File: src/rtl/branch_resolve_unit_pkg.sv
// Shared widths, branch condition encodings and FSM states for the EX-stage branch resolver.
package branch_resolve_unit_pkg;

    localparam int BRU_ADDR_WIDTH = 32;
    localparam int BRU_DATA_WIDTH = 32;

    localparam logic [2:0] F3_BEQ  = 3'b000;
    localparam logic [2:0] F3_BNE  = 3'b001;
    localparam logic [2:0] F3_BLT  = 3'b100;
    localparam logic [2:0] F3_BGE  = 3'b101;
    localparam logic [2:0] F3_BLTU = 3'b110;
    localparam logic [2:0] F3_BGEU = 3'b111;

    typedef enum logic [1:0] {
        ST_IDLE     = 2'b00,
        ST_REDIRECT = 2'b01,
        ST_DRAIN    = 2'b10
    } bru_state_e;

endpackage

File: src/rtl/branch_resolve_unit_if.sv
// EX-stage branch bus: resolution inputs from EX, redirect/training/counter outputs back.
interface branch_resolve_unit_if #(
    parameter int ADDR_WIDTH = 32,
    parameter int DATA_WIDTH = 32,
    parameter int CNT_WIDTH  = 32
);
    logic                  ex_stall;
    logic                  branch_ex;
    logic                  jalr_ex;
    logic [2:0]            funct3_ex;
    logic [ADDR_WIDTH-1:0] branch_pc_ex;
    logic [ADDR_WIDTH-1:0] imm_ex;
    logic [DATA_WIDTH-1:0] src_data1_ex;
    logic [DATA_WIDTH-1:0] src_data2_ex;
    logic                  predict_taken_ex;
    logic [ADDR_WIDTH-1:0] predict_target_ex;
    logic                  predict1_taken_ex;
    logic                  predict3_taken_ex;
    logic                  is_loop_ex;

    logic                  redirect_valid;
    logic [ADDR_WIDTH-1:0] redirect_pc;
    logic                  upd_valid;
    logic [ADDR_WIDTH-1:0] upd_pc;
    logic [ADDR_WIDTH-1:0] upd_target;
    logic                  upd_taken;
    logic                  upd_predict1_taken;
    logic                  upd_predict3_taken;
    logic                  upd_is_loop;
    logic                  upd_jalr;
    logic [CNT_WIDTH-1:0]  branch_cnt;
    logic [CNT_WIDTH-1:0]  mispred_cnt;

    modport master (
        output ex_stall, branch_ex, jalr_ex, funct3_ex, branch_pc_ex, imm_ex,
               src_data1_ex, src_data2_ex, predict_taken_ex, predict_target_ex,
               predict1_taken_ex, predict3_taken_ex, is_loop_ex,
        input  redirect_valid, redirect_pc, upd_valid, upd_pc, upd_target, upd_taken,
               upd_predict1_taken, upd_predict3_taken, upd_is_loop, upd_jalr,
               branch_cnt, mispred_cnt
    );

    modport slave (
        input  ex_stall, branch_ex, jalr_ex, funct3_ex, branch_pc_ex, imm_ex,
               src_data1_ex, src_data2_ex, predict_taken_ex, predict_target_ex,
               predict1_taken_ex, predict3_taken_ex, is_loop_ex,
        output redirect_valid, redirect_pc, upd_valid, upd_pc, upd_target, upd_taken,
               upd_predict1_taken, upd_predict3_taken, upd_is_loop, upd_jalr,
               branch_cnt, mispred_cnt
    );
endinterface

File: src/rtl/branch_resolve_unit_compare.sv
// Combinational branch condition evaluator; reserved encodings resolve as not taken.
module branch_resolve_unit_compare
    import branch_resolve_unit_pkg::*;
#(
    parameter int DATA_WIDTH = BRU_DATA_WIDTH
) (
    input  logic [2:0]            funct3_i,
    input  logic [DATA_WIDTH-1:0] rs1_i,
    input  logic [DATA_WIDTH-1:0] rs2_i,
    output logic                  taken_o
);
    always_comb begin
        taken_o = 1'b0;
        case (funct3_i)
            F3_BEQ:  taken_o = (rs1_i == rs2_i);
            F3_BNE:  taken_o = (rs1_i != rs2_i);
            F3_BLT:  taken_o = ($signed(rs1_i) <  $signed(rs2_i));
            F3_BGE:  taken_o = ($signed(rs1_i) >= $signed(rs2_i));
            F3_BLTU: taken_o = (rs1_i <  rs2_i);
            F3_BGEU: taken_o = (rs1_i >= rs2_i);
            default: taken_o = 1'b0;
        endcase
    end
endmodule

File: src/rtl/branch_resolve_unit.sv
// Resolves branches/JALR in EX against the fetch prediction; registered redirect, predictor
// training and saturating mispredict counters, one cycle after the unstalled resolve.
module branch_resolve_unit
    import branch_resolve_unit_pkg::*;
#(
    parameter int ADDR_WIDTH   = BRU_ADDR_WIDTH,
    parameter int DATA_WIDTH   = BRU_DATA_WIDTH,
    parameter int DRAIN_CYCLES = 2,
    parameter int CNT_WIDTH    = 32
) (
    input  logic                 cpu_clk,
    input  logic                 cpu_rst,
    branch_resolve_unit_if.slave bus
);
    localparam logic [2:0] DRAIN_LAST = 3'(DRAIN_CYCLES - 1);

    bru_state_e state_q, state_d;
    logic [2:0] drain_q, drain_d;

    logic                  redirect_valid_q;
    logic [ADDR_WIDTH-1:0] redirect_pc_q;
    logic                  upd_valid_q;
    logic [ADDR_WIDTH-1:0] upd_pc_q;
    logic [ADDR_WIDTH-1:0] upd_target_q;
    logic                  upd_taken_q;
    logic                  upd_p1_q;
    logic                  upd_p3_q;
    logic                  upd_loop_q;
    logic                  upd_jalr_q;
    logic [CNT_WIDTH-1:0]  branch_cnt_q;
    logic [CNT_WIDTH-1:0]  mispred_cnt_q;

    logic                  cond_taken;
    logic                  taken;
    logic                  resolve;
    logic                  mispred;
    logic [ADDR_WIDTH-1:0] br_target;
    logic [ADDR_WIDTH-1:0] jalr_target;
    logic [ADDR_WIDTH-1:0] target;
    logic [ADDR_WIDTH-1:0] pc_plus4;

    branch_resolve_unit_compare #(.DATA_WIDTH(DATA_WIDTH)) u_compare (
        .funct3_i (bus.funct3_ex),
        .rs1_i    (bus.src_data1_ex),
        .rs2_i    (bus.src_data2_ex),
        .taken_o  (cond_taken)
    );

    // Anything arriving while REDIRECT/DRAIN is on the flushed wrong path.
    assign resolve     = (bus.branch_ex | bus.jalr_ex) & ~bus.ex_stall & (state_q == ST_IDLE);
    assign taken       = bus.jalr_ex | cond_taken;
    assign br_target   = bus.branch_pc_ex + bus.imm_ex;
    assign jalr_target = (ADDR_WIDTH'(bus.src_data1_ex) + bus.imm_ex) & ~ADDR_WIDTH'(1);
    assign target      = bus.jalr_ex ? jalr_target : br_target;
    assign pc_plus4    = bus.branch_pc_ex + ADDR_WIDTH'(4);
    assign mispred     = (taken != bus.predict_taken_ex) ||
                         (taken && bus.predict_taken_ex && (target != bus.predict_target_ex));

    always_comb begin
        state_d = state_q;
        drain_d = drain_q;
        case (state_q)
            ST_IDLE: begin
                if (resolve && mispred) state_d = ST_REDIRECT;
            end
            ST_REDIRECT: begin
                drain_d = 3'd0;
                state_d = (DRAIN_CYCLES == 0) ? ST_IDLE : ST_DRAIN;
            end
            ST_DRAIN: begin
                if (drain_q == DRAIN_LAST) begin
                    state_d = ST_IDLE;
                    drain_d = 3'd0;
                end else begin
                    drain_d = drain_q + 3'd1;
                end
            end
            default: begin
                state_d = ST_IDLE;
                drain_d = 3'd0;
            end
        endcase
    end

    always_ff @(posedge cpu_clk) begin
        if (cpu_rst) begin
            state_q          <= ST_IDLE;
            drain_q          <= 3'd0;
            redirect_valid_q <= 1'b0;
            redirect_pc_q    <= '0;
            upd_valid_q      <= 1'b0;
            upd_pc_q         <= '0;
            upd_target_q     <= '0;
            upd_taken_q      <= 1'b0;
            upd_p1_q         <= 1'b0;
            upd_p3_q         <= 1'b0;
            upd_loop_q       <= 1'b0;
            upd_jalr_q       <= 1'b0;
            branch_cnt_q     <= '0;
            mispred_cnt_q    <= '0;
        end else begin
            state_q          <= state_d;
            drain_q          <= drain_d;
            redirect_valid_q <= resolve & mispred;
            upd_valid_q      <= resolve & bus.branch_ex;
            upd_jalr_q       <= resolve & bus.jalr_ex;
            if (resolve) begin
                redirect_pc_q <= taken ? target : pc_plus4;
                upd_pc_q      <= bus.branch_pc_ex;
                upd_target_q  <= target;
                upd_taken_q   <= taken;
                upd_p1_q      <= bus.predict1_taken_ex;
                upd_p3_q      <= bus.predict3_taken_ex;
                upd_loop_q    <= bus.is_loop_ex;
                if (branch_cnt_q != '1) branch_cnt_q <= branch_cnt_q + CNT_WIDTH'(1);
                if (mispred && (mispred_cnt_q != '1)) mispred_cnt_q <= mispred_cnt_q + CNT_WIDTH'(1);
            end
        end
    end

    assign bus.redirect_valid     = redirect_valid_q;
    assign bus.redirect_pc        = redirect_pc_q;
    assign bus.upd_valid          = upd_valid_q;
    assign bus.upd_pc             = upd_pc_q;
    assign bus.upd_target         = upd_target_q;
    assign bus.upd_taken          = upd_taken_q;
    assign bus.upd_predict1_taken = upd_p1_q;
    assign bus.upd_predict3_taken = upd_p3_q;
    assign bus.upd_is_loop        = upd_loop_q;
    assign bus.upd_jalr           = upd_jalr_q;
    assign bus.branch_cnt         = branch_cnt_q;
    assign bus.mispred_cnt        = mispred_cnt_q;
endmodule

File: src/flat_wrapper.sv
// flat-port wrapper written by rule: the top's interface ports become plain ports
module branch_resolve_unit_flat import branch_resolve_unit_pkg::*;
#(
    parameter int ADDR_WIDTH   = BRU_ADDR_WIDTH,
    parameter int DATA_WIDTH   = BRU_DATA_WIDTH,
    parameter int DRAIN_CYCLES = 2,
    parameter int CNT_WIDTH    = 32
)
  (cpu_clk, cpu_rst, bus_ex_stall, bus_branch_ex, bus_jalr_ex, bus_funct3_ex, bus_branch_pc_ex, bus_imm_ex, bus_src_data1_ex, bus_src_data2_ex, bus_predict_taken_ex, bus_predict_target_ex, bus_predict1_taken_ex, bus_predict3_taken_ex, bus_is_loop_ex, bus_redirect_valid, bus_redirect_pc, bus_upd_valid, bus_upd_pc, bus_upd_target, bus_upd_taken, bus_upd_predict1_taken, bus_upd_predict3_taken, bus_upd_is_loop, bus_upd_jalr, bus_branch_cnt, bus_mispred_cnt);
  branch_resolve_unit_if #(.ADDR_WIDTH(ADDR_WIDTH), .DATA_WIDTH(DATA_WIDTH), .CNT_WIDTH(CNT_WIDTH)) bus_i ();
  input  logic cpu_clk;
  input  logic cpu_rst;
  input wire logic [$bits(bus_i.ex_stall)-1:0] bus_ex_stall;
  input wire logic [$bits(bus_i.branch_ex)-1:0] bus_branch_ex;
  input wire logic [$bits(bus_i.jalr_ex)-1:0] bus_jalr_ex;
  input wire logic [$bits(bus_i.funct3_ex)-1:0] bus_funct3_ex;
  input wire logic [$bits(bus_i.branch_pc_ex)-1:0] bus_branch_pc_ex;
  input wire logic [$bits(bus_i.imm_ex)-1:0] bus_imm_ex;
  input wire logic [$bits(bus_i.src_data1_ex)-1:0] bus_src_data1_ex;
  input wire logic [$bits(bus_i.src_data2_ex)-1:0] bus_src_data2_ex;
  input wire logic [$bits(bus_i.predict_taken_ex)-1:0] bus_predict_taken_ex;
  input wire logic [$bits(bus_i.predict_target_ex)-1:0] bus_predict_target_ex;
  input wire logic [$bits(bus_i.predict1_taken_ex)-1:0] bus_predict1_taken_ex;
  input wire logic [$bits(bus_i.predict3_taken_ex)-1:0] bus_predict3_taken_ex;
  input wire logic [$bits(bus_i.is_loop_ex)-1:0] bus_is_loop_ex;
  output wire logic [$bits(bus_i.redirect_valid)-1:0] bus_redirect_valid;
  output wire logic [$bits(bus_i.redirect_pc)-1:0] bus_redirect_pc;
  output wire logic [$bits(bus_i.upd_valid)-1:0] bus_upd_valid;
  output wire logic [$bits(bus_i.upd_pc)-1:0] bus_upd_pc;
  output wire logic [$bits(bus_i.upd_target)-1:0] bus_upd_target;
  output wire logic [$bits(bus_i.upd_taken)-1:0] bus_upd_taken;
  output wire logic [$bits(bus_i.upd_predict1_taken)-1:0] bus_upd_predict1_taken;
  output wire logic [$bits(bus_i.upd_predict3_taken)-1:0] bus_upd_predict3_taken;
  output wire logic [$bits(bus_i.upd_is_loop)-1:0] bus_upd_is_loop;
  output wire logic [$bits(bus_i.upd_jalr)-1:0] bus_upd_jalr;
  output wire logic [$bits(bus_i.branch_cnt)-1:0] bus_branch_cnt;
  output wire logic [$bits(bus_i.mispred_cnt)-1:0] bus_mispred_cnt;
  assign bus_i.ex_stall = bus_ex_stall;
  assign bus_i.branch_ex = bus_branch_ex;
  assign bus_i.jalr_ex = bus_jalr_ex;
  assign bus_i.funct3_ex = bus_funct3_ex;
  assign bus_i.branch_pc_ex = bus_branch_pc_ex;
  assign bus_i.imm_ex = bus_imm_ex;
  assign bus_i.src_data1_ex = bus_src_data1_ex;
  assign bus_i.src_data2_ex = bus_src_data2_ex;
  assign bus_i.predict_taken_ex = bus_predict_taken_ex;
  assign bus_i.predict_target_ex = bus_predict_target_ex;
  assign bus_i.predict1_taken_ex = bus_predict1_taken_ex;
  assign bus_i.predict3_taken_ex = bus_predict3_taken_ex;
  assign bus_i.is_loop_ex = bus_is_loop_ex;
  assign bus_redirect_valid = bus_i.redirect_valid;
  assign bus_redirect_pc = bus_i.redirect_pc;
  assign bus_upd_valid = bus_i.upd_valid;
  assign bus_upd_pc = bus_i.upd_pc;
  assign bus_upd_target = bus_i.upd_target;
  assign bus_upd_taken = bus_i.upd_taken;
  assign bus_upd_predict1_taken = bus_i.upd_predict1_taken;
  assign bus_upd_predict3_taken = bus_i.upd_predict3_taken;
  assign bus_upd_is_loop = bus_i.upd_is_loop;
  assign bus_upd_jalr = bus_i.upd_jalr;
  assign bus_branch_cnt = bus_i.branch_cnt;
  assign bus_mispred_cnt = bus_i.mispred_cnt;
  branch_resolve_unit #(.ADDR_WIDTH(ADDR_WIDTH), .DATA_WIDTH(DATA_WIDTH), .DRAIN_CYCLES(DRAIN_CYCLES), .CNT_WIDTH(CNT_WIDTH)) u_core (.cpu_clk(cpu_clk), .cpu_rst(cpu_rst), .bus(bus_i));
endmodule
File: config.mk
export PLATFORM = sky130hd
export DESIGN_NAME = branch_resolve_unit_flat
export DESIGN_NICKNAME = d
export VERILOG_FILES = /design/src/rtl/branch_resolve_unit_pkg.sv /design/src/rtl/branch_resolve_unit_if.sv /design/src/rtl/branch_resolve_unit_compare.sv /design/src/rtl/branch_resolve_unit.sv /design/src/flat_wrapper.sv
export SDC_FILE = /design/constraint.sdc
export NUM_CORES = 1
export LEC_CHECK = 0
export CAP_MARGIN = 20
export CORE_AREA = 4 4 191 193
export CTS_CLUSTER_DIAMETER = 30
export DETAILED_ROUTE_END_ITERATION = 10
export DIE_AREA = 0 0 195 197
export GPL_TIMING_DRIVEN = 0
export PLACE_DENSITY_LB_ADDON = 0.1
export SLEW_MARGIN = 20
export SYNTH_ARGS = -nofsm -noshare
export SYNTH_HDL_FRONTEND = slang
export SYNTH_SLANG_ARGS = --single-unit
File: constraint.sdc
create_clock -name cpu_clk -period 8.85 [get_ports cpu_clk]
set_clock_uncertainty 0.05 [all_clocks]
set_input_delay 2.2125 -clock cpu_clk [delete_from_list [all_inputs] [get_ports cpu_clk]]
set_output_delay 2.2125 -clock cpu_clk [all_outputs]
set_load 0.03 [all_outputs]
### Word level (Yosys, flattened, before mapping)

Index checks and enable logic that the tools add are counted.

| storage, ports and cells | value |
|---|---|
| register bits after elaboration | 172 |
| latch bits | 0 |
| bits in writable memories | 0 |
| memory bits (read-only) | 0 |
| word-level logic and storage cells | 66 |
| memories kept | 0 |

| cells by class | value |
|---|---|
| $add $sub $neg | 6 |
| $mul | 0 |
| divide/modulo/power cells | 0 |
| $lt $le $gt $ge | 4 |
| equal/unequal tests | 16 |
| shift-type cells | 0 |
| muxes and demuxes | 8 |
| bitwise gates (word level) | 8 |
| reduce and logical (&&, ||, !) cells | 10 |

Operators with widths:

| kind | number |
|---|---|
| 32-bit by 1-bit adder with 32-bit output, second input constant | 2 |
| 32-bit adder | 2 |
| 32-bit >= comparator | 2 |
| 32-bit < comparator | 2 |
| 32-bit 2-to-1 mux | 2 |
| 32-bit != test | 2 |
| 32-bit != test, second input constant | 2 |
| 32-bit by 3-bit adder with 32-bit output, second input constant | 1 |
| 32-bit equality test | 1 |
| 3-bit equality test, second input constant | 4 |
| 3-bit by 1-bit equality test with 1-bit output, second input constant | 2 |
| 1-bit case mux with 6 select lines | 1 |
| 2-bit case mux with 3 select lines | 1 |
| 3-bit case mux with 2 select lines | 1 |
| 2-bit AND reduction | 3 |
| 1-bit AND | 5 |
| 1-bit logical AND | 4 |
| 2-bit 2-to-1 mux | 2 |
| 3-bit by 1-bit adder with 3-bit output, second input constant | 1 |
| 3-bit zero test | 1 |
| 3-bit 2-to-1 mux | 1 |
| 2-bit by 1-bit equality test with 1-bit output, second input constant | 1 |
| 2-bit equality test, second input constant | 1 |
| 2-bit zero test | 1 |
| 6 further kinds | 7 |

### Logic depth before layout (Yosys ltp)

Gate-level depths: netlist (run 1).

| logic depth | value |
|---|---|
| depth after elaboration | 9 |
| mapped depth | 24 |

### By module

From an unflattened synthesis (run 1), not the netlist that was laid out.

| second synthesis, totals | value |
|---|---|
| cells, all modules | 1883 |
| area total of the unflattened synthesis | 14202.4 µm² |

Modules (own cells, without submodules):

| module | times used | cells an instance | area each (µm²) | seq. area each (µm²) |
|---|---|---|---|---|
| branch_resolve_unit | 1 | 1753 | 13246.5 | 3443.3 |
| branch_resolve_unit_compare | 1 | 130 | 955.9 | 0.0 |

### Worst setup path after synthesis (run 1)

Ideal clock, no wire load.

| timing | value |
|---|---|
| kind | input-to-reg |
| start point | input port bus_src_data2_ex[25] |
| end point | register u_core.mispred_cnt_q[18] (netlist: u_core.bus.mispred_cnt[18]) |
| setup time | 0.123 ns |
| arrival time | 7.085 ns |
| required time | 8.677 ns |
| setup slack | 1.591 ns |
| cell stages on the path | 23 |
| buffers on the path | 1 |
| cells stage by stage | inv_1 ha_1 a21o_1 a21o_1 a21o_1 a211o_1 a21oi_1 nand4_1 nor3_1 mux2_2 a31oi_1 inv_1 ha_1 nor4_1 o311ai_0 nor3_1 o311ai_0 nor4_1 nand4_1 nor4_4 buf_4 nor4_1 mux2_1 |

| on the way | value |
|---|---|
| longest elaborated chain between the ends | 8 |

Ends and longest elaborated chain:

| item | line | RTL |
|---|---|---|
| start, declared | flat_wrapper.sv:20 | `input wire logic [$bits(bus_i.src_data2_ex)-1:0] bus_src_data2_ex;` |
| 32-bit >= comparator (tied with other cells) | branch_resolve_unit_compare.sv:20 | `F3_BGEU: taken_o = (rs1_i >= rs2_i);` |
| 1-bit case mux with 6 select lines * | branch_resolve_unit_compare.sv:14 | `case (funct3_i)` |
| 1-bit bitwise OR * | branch_resolve_unit.sv:51 | `assign taken = bus.jalr_ex \| cond_taken;` |
| named net u_core.taken | branch_resolve_unit.sv:34 | `logic taken;` |
| 1-bit logical AND (2 in a row) | branch_resolve_unit.sv:57 | `(taken && bus.predict_taken_ex && (target != bus.predict_target_ex));` |
| 1-bit logical OR * | branch_resolve_unit.sv:56 | `assign mispred = (taken != bus.predict_taken_ex) \|\|` |
| 1-bit logical AND * | branch_resolve_unit.sv:116 | `if (mispred && (mispred_cnt_q != '1)) mispred_cnt_q <= mispred_cnt_q + CNT_WIDTH'(1);` |
| 2-bit AND reduction (no line) * | -- |  |
| end signal, assigned | branch_resolve_unit.sv:116 |  |
| end, declared | branch_resolve_unit.sv:31 | `logic [CNT_WIDTH-1:0] mispred_cnt_q;` |

Mark *: on every way through the listed nets, which the timed path passes. The rest lies on a longest branch.
A chain may end at the register's enable or synchronous reset.

### Worst setup path after layout (run 1)

| timing | value |
|---|---|
| start point | input port bus_jalr_ex |
| end point | register u_core.mispred_cnt_q[24] (netlist: u_core.bus.mispred_cnt[24]) |

| on the way | value |
|---|---|
| longest elaborated chain between the ends | 6 |

Ends and longest elaborated chain:

| item | line | RTL |
|---|---|---|
| start, declared | flat_wrapper.sv:15 | `input wire logic [$bits(bus_i.jalr_ex)-1:0] bus_jalr_ex;` |
| 1-bit bitwise OR * | branch_resolve_unit.sv:51 |  |
| named net u_core.taken | branch_resolve_unit.sv:34 |  |
| 1-bit logical AND (2 in a row) | branch_resolve_unit.sv:57 |  |
| 1-bit logical OR * | branch_resolve_unit.sv:56 |  |
| 1-bit logical AND * | branch_resolve_unit.sv:116 |  |
| 2-bit AND reduction (no line) * | -- |  |

Marks and branches as above.

==> run_results.csv, run 1 <==
group,metric,value,unit
clock_tree,numCtsBuffers,17,
routing,wl_per_cell,21.7,um
floorplanning,num_rows,68,
setup_path,crit_buf_inv,9,
clock_tree,cts_tree,"yes",
yosys,syn_inst,1845,
setup_path,worstPathCellList,"clkdlybuf4s50_1, buf_1, clkbuf_1, clkbuf_1, buf_2, a31oi_4, inv_1, ha_1, nor4_2, o311ai_1, nor3_1, o311ai_0, nor4_1, nand4_1, nor4_4, buf_4, buf_4, buf_2, o21ai_0, a21oi_1",
yosys,syn_nets,2116,
clock_tree,clock_sinks,172,
clock_tree,cts.htree.levels,4,
yosys,netlist.area_leader.share,25.0,%
setup_path,cp.required,9.16,ns
floorplanning,start_util,39.8,%
timing,finalCriticalPeriod,8.45,ns
pwr,power_leakage,6.95,nW
place,place.gp.congestion,0.941,
setup_path,crit_slowest_cell,"clkbuf_1",
outcome,status,"finished clean",
place,numPortBuffers,336,
routing,dr_total_vias,15300,
yosys,yosysSeqAreaShare,25.0,%
timing,fin_hold_ws,0.405,ns
min_path,hold_class,"reg -> reg",
clock_tree,clk_pin_slew,0.06,ns
timing,max-slew-margin-rel,25.4,%
floorplanning,die_x,195,um
floorplanning,die_h,197,um
timing,fmax,118,MHz
global_routing,grt_pass1_wl,86500,um
global_routing,grt.total_usage,28.8,%
place,hpwl,48000,um
routing,vias_per_cell,5.74,
timing,finalSetupViolCount,0,
setup_path,max_stage_delay,0.65,ns
setup_path,cp-start-kind,"input port",
timing,min_period_over_period,95.5,%
yosys,async_flop_share,0,%
global_routing,antenna_found_initial,2,
setup_path,critPathKind,"in -> reg",
yosys,yosys.area.top_type,"dfxtp_1",
timing,drv_slew,0,
clock_tree,cts_root_buf,"clkbuf_16",
floorplanning,io_pins,339,
yosys,avgSynthCellArea,7.45,sq um
global_routing,gr-total-overflow,0,
cells_and_area,fin_nets,2473,
yosys,synth_warnings,0,
cells_and_area,syn2layout_area_growth,33.6,%
yosys,synth-edff-count,0,
setup_path,cp-end-kind,"register",
timing,tightest_slew,1.11,ns
timing,hold_viol,0,
yosys,netlist_area,13700,sq um
floorplanning,dieArea,38400,sq um
cells_and_area,final_layout_size_suffix_gt1_share,2.85,%
yosys,synth_common_cells,"nand2_1, a21oi_1, dfxtp_1",
yosys,ys_seq_elements,172,
pwr,power.total,0.00269,W
setup_path,path_delay_family,"buffers and inverters",
clock_tree,clock_path_buffers,2,
routing,antenna_left,0,
pwr,vdd_drop_max,136,uV
setup_path,cp.arrival,8.76,ns
routing,drtIter0Drc,1107,
run,maxCapViolCount,0,
global_routing,grt_pass1_vias,14700,
routing,dr.pass1.iters,5,
routing,drc,0,
routing,routed_wl,57900,um
pwr,power.density,146,nW/um^2
floorplanning,fp.coreArea,34500,sq um
clock_tree,insertion_delay,0.44,ns
yosys,ys.flop_type,"dfxtp_1",
clock_tree,hold_buffers,0,
yosys,yosysMostFrequentCell,"nand2_1",
yosys,synth_cell_types,72,
timing,rsz0062_at_grt,"false",
setup_path,crit_fanout,10,
cells_and_area,n_fill_cell,3403,
global_routing,grt_max_degree,17,
yosys,synth.area.top_cells,"dfxtp_1, ha_1, nand2_1, a21oi_1, xnor2_1",
-- layout by cell type (no fill, tap or decap), types with 7 or more instances in the layout --
cell type	n
clkdlybuf4s50_1	336
nand2_1	245
a21oi_1	174
dfxtp_1	172
nor2_1	149
ha_1	97
nand3_1	91
clkbuf_1	87
o21ai_0	80
xnor2_1	79
xor2_1	67
inv_1	61
nand4_1	40
nor3_1	38
a211oi_1	37
a21o_1	34
and3_1	34
or3_1	29
o311ai_0	25
nor4_1	24
mux2i_1	23
nor2b_1	20
o31ai_1	18
clkbuf_16	17
or4_1	16
o21a_1	15
o211ai_1	11
mux2_1	11
and2_1	10
buf_1	9
and4_1	9
a31oi_1	8
nor3b_1	8
o211a_1	7
or2_2	7
nand3b_1	7
-- timing repair --
| action | in CTS | in global routing |
|---|---|---|
| pin swaps | 0 | 1 |
| gates resized for setup | 4 | 2 |
| endpoints found under the hold margin | 0 | 0 |
| endpoints found under the setup margin | 34 | 34 |
| setup buffers | 0 | 2 |
-- sequential cells by signal, indices dropped and copies added (netlist names), 2 cells and up --
name	count
u_core.bus.branch_cnt	32
u_core.bus.mispred_cnt	32
u_core.bus.redirect_pc	32
u_core.bus.upd_pc	32
u_core.bus.upd_target	32
u_core.drain_q	3
u_core.state_q	2
-- per-stage QoR --
step | util (%) | std cells | worst slack, ns | setup TNS, ns | cell area [sq um]
after floorplan | - | 1845 | 1.59 | 0 | 13700
after global placement | 51.2 | 2636 | -1.63 | -53.16 | 17700
after detailed placement | 51.2 | 2636 | -1.06 | -34.43 | 17700
after CTS | 53.1 | 2667 | 0.0754 | 0 | 18300
after global routing | 53.2 | 2670 | 0.111 | 0 | 18400
final | 53.2 | 2670 | 0.400 | 0 | 18400
-- path summary, 6_finish.rpt --
path,startpoint,to,depth (start not counted),slack [ns]
hold / removal,u_core.bus.upd_pc[20],u_core.bus.upd_pc[20],2,0.41
hold reg to reg,u_core.bus.upd_pc[20],u_core.bus.upd_pc[20],2,0.41
setup reg to reg,u_core.bus.mispred_cnt[3],u_core.bus.mispred_cnt[3],15,4.37
setup / recovery,bus_jalr_ex,u_core.bus.mispred_cnt[24],20,0.40
-- cells by family after synthesis --
family	share of synthesized area, %
simple gates	26.3
compound gates	22.2
flops	25.0
buf+inv	4.61
xor+xnor	9.80
fa+ha+maj	9.12
mux	2.99
-- power by group --
group          total [W]  leakage (nW)  switching (W)  internal (W)
Sequential      0.000853          1.40      0.0000312      0.000822
Clock           0.000800         0.300       0.000320      0.000480
Combinational    0.00103          5.25       0.000640      0.000392
Total            0.00269          6.95       0.000992       0.00169
-- worst min-delay path: stages, from the launching register on --
cell and delay [ns]:
dfxtp_1 0.31, nand2_1 0.05, a21oi_1 0.05
-- per-layer routing --
layer | wire (um) | global-route usage (%)
met1 | 26000 | 39.4
met2 | 26000 | 46.2
met3 | 3980 | 4.56
met4 | 1830 | 9.96
met5 | 13 | 0
-- final cells by class --
class | instances | area, sq um | share of cell area (%)
Timing Repair Buffer | 338 | 3380 | 18.4
Multi-Input combinational cell | 1508 | 9710 | 52.9
Buffer | 103 | 403 | 2.19
Antenna cell | 1 | 2.50 | 0.0136
Clock buffer | 22 | 494 | 2.69
Inverter | 62 | 233 | 1.27
Clock inverter | 9 | 135 | 0.736
Tap cell | 455 | 569 | 3.10
Sequential cell | 172 | 3440 | 18.7
Power figures use the tool's default switching activity.
==> run 2, diff against run 1 <==
Settings changed: CAP_MARGIN 20 to not set, GPL_ROUTABILITY_DRIVEN set to 0.
==> run_results.csv, run 2 (synthesized netlist as in run 1, its figures left out) <==
group,metric,value,unit
routing,top_layer,"met4",
clock_tree,insertion_delay,0.45,ns
timing,min_period_over_period,96.7,%
timing,hold_viol,0,
routing,wl_met1,25200,um
timing,rsz0062_at_grt,"false",
outcome,status,"finished clean",
floorplanning,die_h,197,um
pwr,power_leakage,6.92,nW
global_routing,antenna_found_initial,2,
routing,route.met3.wl,4230,um
routing,antenna_left,0,
setup_path,cp.arrival,8.88,ns
clock_tree,cts_tree,"yes",
routing,wl_met2,24800,um
routing,dr.pass1.iters,6,
cells_and_area,syn2layout_area_growth,33.3,%
setup_path,cp-start-kind,"input port",
floorplanning,die_x,195,um
clock_tree,clock_sinks,172,
setup_path,cp.required,9.17,ns
routing,wl_per_cell,20.9,um
floorplanning,io_pins,339,
place,numPortBuffers,336,
global_routing,grt_pass1_wl,83400,um
floorplanning,num_rows,68,
run,maxCapViolCount,0,
global_routing,grt_pass1_vias,14400,
timing,drv_slew,0,
pwr,power.density,144,nW/um^2
setup_path,r2r-start,"u_core.bus.mispred_cnt[3]",
setup_path,crit_fanout,10,
timing,finalSetupViolCount,0,
routing,drc,0,
place,dpl_cell_area,17700,sq um
clock_tree,hold_buffers,0,
clock_tree,cts.htree.levels,4,
setup_path,critPathKind,"in -> reg",
routing,drtIter0Drc,1260,
place,hpwl,45900,um
cells_and_area,finalInstanceArea,18300,sq um
min_path,hold_class,"reg -> reg",
floorplanning,dieArea,38400,sq um
timing,max-slew-margin-rel,39.5,%
setup_path,crit_path_start,"bus_src_data2_ex[25]",
floorplanning,fp.coreArea,34500,sq um
cells_and_area,final_layout_size_suffix_gt1_share,2.80,%
routing,vias_per_cell,5.80,
clock_tree,clk_pin_slew,0.07,ns
cells_and_area,fin_nets,2473,
timing,fmax,117,MHz
cells_and_area,layout_commonest_cell,"clkdlybuf4s50_1",
routing,routed_wl,55900,um
routing,dr_total_vias,15500,
setup_path,cp-end-kind,"register",
min_path,worstHoldStart,"u_core.bus.upd_target[7]",
timing,tightest_slew,0.902,ns
timing,finalCriticalPeriod,8.56,ns
global_routing,grt_max_degree,17,
floorplanning,start_util,39.8,%
clock_tree,numCtsBuffers,17,
timing,fin_hold_ws,0.406,ns
cells_and_area,mostFrequentLayoutCells,"clkdlybuf4s50_1, nand2_1, a21oi_1",
clock_tree,clock_path_buffers,2,
clock_tree,cts_root_buf,"clkbuf_16",
global_routing,gr-total-overflow,0,
global_routing,grt.total_usage,27.6,%
pwr,vdd_drop_max,147,uV
## run 2: final cells by class
type	count	area, sq um
Antenna cell	2	5.00
Buffer	103	403
Clock buffer	23	488
Clock inverter	9	110
Fill cell	3400	16200
Inverter	62	233
Multi-Input combinational cell	1508	9700
Sequential cell	172	3440
Tap cell	455	569
Timing Repair Buffer	338	3380
## run 2: where the power goes
part	switching, W	internal, W
sequential	0.0000316	0.000822
clock	0.000323	0.000446
combinational	0.000628	0.000391
## run 2: per-stage QoR
| step | utilization (%) | total power [W] | setup WS [ns] | setup TNS (ns) | instances |
|---|---|---|---|---|---|
| after detailed placement | 51.2 | 0.00187 | -0.948 | -30.43 | 2636 |
| after CTS | 53.0 | 0.00263 | 0.267 | 0 | 2670 |
| after global routing | 53.1 | 0.00275 | 0.137 | 0 | 2672 |
| after global placement | 51.2 | 0.00185 | -1.36 | -44.57 | 2636 |
| after floorplan | - | 0.00146 | 1.59 | 0 | 1845 |
| final | 53.1 | 0.00264 | 0.291 | 0 | 2672 |
## run 2: path summary, 6_finish.rpt
path / depth (start not counted) / slack [ns] / end
setup / recovery: 26 / 0.29 / u_core.bus.mispred_cnt[28]
hold / removal: 2 / 0.41 / u_core.bus.upd_target[7]
setup reg to reg: 15 / 4.50 / u_core.bus.mispred_cnt[3]
hold reg to reg: 2 / 0.41 / u_core.bus.upd_target[7]
## run 2: timing repair
action                                  in CTS  in global routing
gates resized for setup                      3                  1
endpoints found under the setup margin      34                 18
endpoints found under the hold margin        0                  0
buffers inserted                             2                  0
pin swaps                                    1                  0
## run 2: per-layer routing
layer	up-vias	track usage, %
li1	7414	-
met5	-	0
met2	722	43.8
met1	7272	38.7
met4	0	9.31
met3	99	4.05
## run 2: worst max-delay path, cell delays in order
cell and delay [ns]:
clkdlybuf4s50_1 0.45, inv_1 0.04, ha_1 0.30, a21o_1 0.19
a21o_1 0.17, a21o_1 0.17, a211o_1 0.29, a21oi_1 0.17
nand4_1 0.18, nor3_1 0.21, mux2_2 0.39, a31oi_4 0.41
inv_1 0.26, ha_1 0.40, nor4_2 0.48, o311ai_0 0.35
nor3_1 0.24, o311ai_0 0.15, nor4_1 0.45, nand4_1 0.25
nor4_4 0.25, buf_4 0.18, buf_4 0.17, buf_2 0.23
o21ai_0 0.12, a21oi_1 0.13
